File: src/rtl/fifo_level.sv
// fifo_level: single-clock show-ahead FIFO with an occupancy count and registered
// empty/full/almost_empty/almost_full flags. All D entries are usable.
// Optional feature: define FIFO_ERR_EN to get sticky overflow/underflow flags
// cleared by err_clr. Without it both flags read 0 and err_clr is ignored.
module fifo_level #(
   parameter int B         = 8,
   parameter int W         = 4,
   parameter int AF_THRESH = 12,
   parameter int AE_THRESH = 2
) (
   input  logic         clk,
   input  logic         reset,
   input  logic         rd,
   input  logic         wr,
   input  logic [B-1:0] w_data,
   output logic [B-1:0] r_data,
   output logic         empty,
   output logic         full,
   output logic         almost_empty,
   output logic         almost_full,
   output logic [W:0]   count,
   output logic         overflow,
   output logic         underflow,
   input  logic         err_clr
);

   localparam int         D      = 1 << W;
   localparam logic [W:0] D_CNT  = D[W:0];
   localparam logic [W:0] AF_CNT = AF_THRESH[W:0];
   localparam logic [W:0] AE_CNT = AE_THRESH[W:0];

   logic [B-1:0] mem [D];
   logic [W-1:0] w_ptr;
   logic [W-1:0] r_ptr;
   logic         rd_acc;
   logic         wr_acc;
   logic [W:0]   count_next;

   // Acceptance uses registered flags only; a full FIFO takes a write when the
   // same cycle's read frees the head slot.
   always_comb begin
      rd_acc     = rd & ~empty;
      wr_acc     = wr & (~full | rd_acc);
      count_next = count + {{W{1'b0}}, wr_acc} - {{W{1'b0}}, rd_acc};
   end

   // Storage array; contents are deliberately not reset.
   always_ff @(posedge clk) begin
      if (wr_acc && !reset) begin
         mem[w_ptr] <= w_data;
      end
   end

   // Pointers, count and flags, all derived from count_next.
   always_ff @(posedge clk) begin
      if (reset) begin
         w_ptr        <= '0;
         r_ptr        <= '0;
         count        <= '0;
         empty        <= 1'b1;
         full         <= 1'b0;
         almost_empty <= 1'b1;
         almost_full  <= 1'b0;
      end else begin
         if (wr_acc) w_ptr <= w_ptr + 1'b1;
         if (rd_acc) r_ptr <= r_ptr + 1'b1;
         count        <= count_next;
         empty        <= (count_next == '0);
         full         <= (count_next == D_CNT);
         almost_empty <= (count_next <= AE_CNT);
         almost_full  <= (count_next >= AF_CNT);
      end
   end

   // Show-ahead head word straight from the registered read pointer.
   always_comb begin
      r_data = mem[r_ptr];
   end

`ifdef FIFO_ERR_EN
   // Sticky error flags; a new error in the clearing cycle keeps the flag set.
   always_ff @(posedge clk) begin
      if (reset) begin
         overflow  <= 1'b0;
         underflow <= 1'b0;
      end else begin
         if (wr && !wr_acc)  overflow <= 1'b1;
         else if (err_clr)   overflow <= 1'b0;
         if (rd && !rd_acc)  underflow <= 1'b1;
         else if (err_clr)   underflow <= 1'b0;
      end
   end
`else
   logic unused_err_clr;

   // Error reporting compiled out: constant flags, err_clr has no effect.
   always_comb begin
      overflow       = 1'b0;
      underflow      = 1'b0;
      unused_err_clr = err_clr;
   end
`endif

endmodule

File: config.mk
export PLATFORM = sky130hd
export DESIGN_NAME = fifo_level
export DESIGN_NICKNAME = d
export VERILOG_FILES = /design/src/rtl/fifo_level.sv
export SDC_FILE = /design/constraint.sdc
export NUM_CORES = 1
export LEC_CHECK = 0
export ABC_AREA = 1
export BUFFER_PORTS_ARGS = -buffer_cell sky130_fd_sc_hd__buf_2
export CAP_MARGIN = 20
export CORE_UTILIZATION = 55
export DETAILED_ROUTE_END_ITERATION = 16
export PLACE_DENSITY = 0.75
export SYNTH_ARGS = -nofsm -noshare
export SYNTH_HDL_FRONTEND = slang
export SYNTH_SLANG_ARGS = --single-unit
File: constraint.sdc
create_clock -name clk -period 1.85 [get_ports clk]
set_input_delay 0.0925 -clock clk [delete_from_list [all_inputs] [get_ports clk]]
set_output_delay 0.0925 -clock clk [all_outputs]
set_load 0.05 [all_outputs]
==> summary.md <==
| Metric | Value |
|---|---|
| Std-Cell Core Area | 0.0116 mm² |
| Launching element type of the critical path | flop |
| Skew final | 0.00772 ns |
| Total GRT Usage | 24.9% |
| Buffer type at the clock tree root | sky130_fd_sc_hd__clkbuf_16 |
| Antenna fix cells | 0 |
| Area of the mapped netlist | 0.00659 mm² |
| Cell count after synthesis | between 600 and 700 |
| RSZ-0062 raised after global routing | true |
| Iteration-0 DRC count of the detailed router | 512 |
| Endpoint of the lowest-slack register-to-register path | almost_empty |
| Wirelength per Cell | 19.5 µm |
| Register-to-Register Setup Slack | -0.11 ns |
| Number of setup violations in the final report | 14 |
| Launching point of the worst reg2reg path | empty |
| Cell Pwr Density | 1150 mW/mm² |
| Endpoint with the worst hold slack | mem[7][1] |
| Avg Synthesized Cell Area | 9.75 µm² |
| Crit path cell chain | inv_2 > nand2_2 > nand2_2 > nand2_2 > ha_4 > inv_2 > ha_4 > inv_2 > fa_2 > inv_2 > nand2_1 > nand2_1 > inv_2 > nand2_2 > nand2_1 > inv_1 > nand2_1 > nor2_1 |
| Fraction of layout instances using a drive strength above 1 | 31.2% |
| Worst Path Required | around 2.2 ns |
| Most frequent cells in the layout | 163 x sky130_fd_sc_hd__nand2_1, 128 x sky130_fd_sc_hd__edfxtp_1, 117 x sky130_fd_sc_hd__inv_1 |
| Avg Vias per Cell | 5.64 |
| Level count of the clock H-tree | 4 |
| I/O pin count | 32 |
| Starting density of the core | 57.0% |
| Placed Cells incl. Taps | between 800 and 900 |
| Most common cell after layout, fill and taps aside | sky130_fd_sc_hd__nand2_1 |
| Die ar. | between 0.01 and 0.015 mm² |
| Worst setup slack after placement | -0.169 ns |
| First-pass GRT wire length | around 23,000 µm |
| Number of antenna violations at the first check in global routing | 0 |
| Crit-path most repeated cell | sky130_fd_sc_hd__inv_2 |
| Final hold slack | 0.0797 ns |
| RePlAce Congestion | around 0.85 |
| Critical Path Sink Type | flop |
| Vias in the first global route | 4,620 |
| Worst hold path cell count | 1 |
| Delay of the slowest critical-path stage | 0.34 ns |
| Number of fill cells in the layout | 699 |
| Number of violations of the max-capacitance limit | 0 |
| Residual antenna-violating net count after detailed routing | 0 |
| R2R cell count | 18 |
| Share of the core filled with cells in the final layout | 74.7% |
| Worst EP arrival | 2.32 ns |
| Status | finished with violations |
| Synth unique cells | 18 |
| CTS clock-pin slew for the worst setup and hold paths | 0.06 ns |
| Final max-slew violation count | 0 |
| Buffers from clock root to sink, at most | 2 |
| Largest net degree at the start of global routing | 35 |
| Vias after detailed routing | 5,117 |
| Max stage delay cell, worst path | sky130_fd_sc_hd__dfxtp_4 |
| Total of flip-flops plus latches after synthesis | 149 |
| Fmax | 509 MHz |
| Final period utilization | 106% |
| Sequential-to-total area share from yosys stat | between 60% and 70% |
| Violations in the final reports | design-rule violations, negative setup slack |
| Setup CP Type | reg -> reg |
| Hold crit path type | in -> reg |
| Post-route DRC | 4 |
| Initial DRT Pass Iterations | 11 |
| TritonCTS clock tree | done |
| Highest net fanout along the worst path | 3 |
| Number of I/O port buffers | 28 |
| Final Hold Violating Endpoints | 0 |
| DIE WIDTH | 111 µm |
| Number of buffers added by the clock tree synthesis step | 17 |
| Startpoint of the tightest hold check path | w_data[1] |
| Die height | 111 µm |
| Least setup slack across all paths after layout | -0.114 ns |
| DP Wirelength | about 9000 µm |
| Count of standard-cell rows | 39 |
| Final wirelength | 17,700 µm |
| Filler-free cell count of the finished design | 908 |
| Clk sinks | 149 |
| Number of nets at the end of the flow | 776 |
| Final Critical Period | 1.96 ns |
| Max VDD drop | 1.23 mV |
| Remaining global-route overflow | 0 |
| Pleak | about 3.8 nW |
| Number of warnings reported in the yosys synthesis log | 0 |
| Area added between synthesis and finish | 31.0% |
| Clk Latency, worst-skew pair | 0.42 ns |
where the power goes:
group          leakage [nW]  total, mW  internal [mW]  switching (mW)
Combinational          2.20       2.85           1.04            1.81
Sequential             1.33       3.90           3.79           0.101
Clock                 0.261       3.18           1.83            1.35
worst max path at each step:
stage	end	slack, ns	from	cells after the start
final	almost_empty	-0.11	empty	18
after global routing	almost_empty	-0.24	empty	18
after CTS	almost_empty	-0.08	empty	15
after detailed placement	almost_full	-0.17	empty	15
after global placement	almost_empty	-0.08	empty	18
after floorplan	almost_empty	-0.19	empty	15
cell type report:
type / count / area (µm²) / share of cell area [%]
flip-flops and latches: 149 / 4270 / 49.5
multi-input cells: 373 / 2170 / 25.2
repair buffers: 82 / 951 / 11.0
inverters: 128 / 503 / 5.82
clock buffers: 18 / 429 / 4.97
well taps: 143 / 179 / 2.07
clock inverters: 14 / 113 / 1.30
repair inverters: 1 / 16.3 / 0.188
metrics by stage:
step	power, mW	area [µm²]	TNS [ns]
global route	10.3	8640	-2.05
finish	9.92	8640	-0.881
floorplan	5.50	6640	-0.928
CTS	9.31	7790	-0.276
global placement	5.94	7040	-0.261
detailed placement	6.01	7040	-0.725
logic make-up (layout without fill, tap and decap cells):
group / after synthesis / in the layout / synth area share, %
and+or+nand+nor: 348 / 348 / 21.9
buffers and inverters: 155 / 243 / 10.2
DFF: 149 / 149 / 64.7
adders and majority gates: 11 / 11 / 2.20
AOI/OAI and AO/OA: 10 / 10 / 0.759
xor gates and xnor gates: 2 / 2 / 0.266
other: 1 / 2 / 0.0569
flip-flops by register name (all words and copies together) (netlist names), named ones only:
| signal | count |
|---|---|
| mem | 128 |
| count | 5 |
| r_ptr | 4 |
| w_ptr | 4 |
| almost_empty | 1 |
| almost_full | 1 |
| empty | 1 |
| full | 1 |
per-layer routing:
layer	up-vias	routed length (µm)	track usage (%)
met5	-	0	0
met4	0	599	10.4
met1	2452	6550	31.3
li1	2309	-	-
met3	52	1610	5.93
met2	304	8960	41.8
critical path: cells and delay by family (launching register included):
family	cells	cell delay, ns
flops	1	0.34
simple gates	9	0.59
buf+inv	6	0.32
fa+ha+maj	3	0.67
synth_stat cells, drive strengths merged:
cell type,n,area share (%)
a21oi,6,0.46
buf,26,2.8
clkbuf,1,0.057
conb,1,0.057
dfxtp,21,6.4
edfxtp,128,58
fa,1,0.30
ha,10,1.9
inv,128,7.3
nand2,209,12
nand3,108,8.2
nor2,31,1.8
o21ai,4,0.30
xor2,2,0.27
repair_timing:
action,CTS,global route
cloned,1,13
buffers inserted,4,6
pin swaps,12,48
resized for setup,41,142
endpoints found under the hold margin,4,0
setup endpoints to repair,14,142
hold buffers,1,0
No activity file was read; power rests on OpenSTA's default activity.
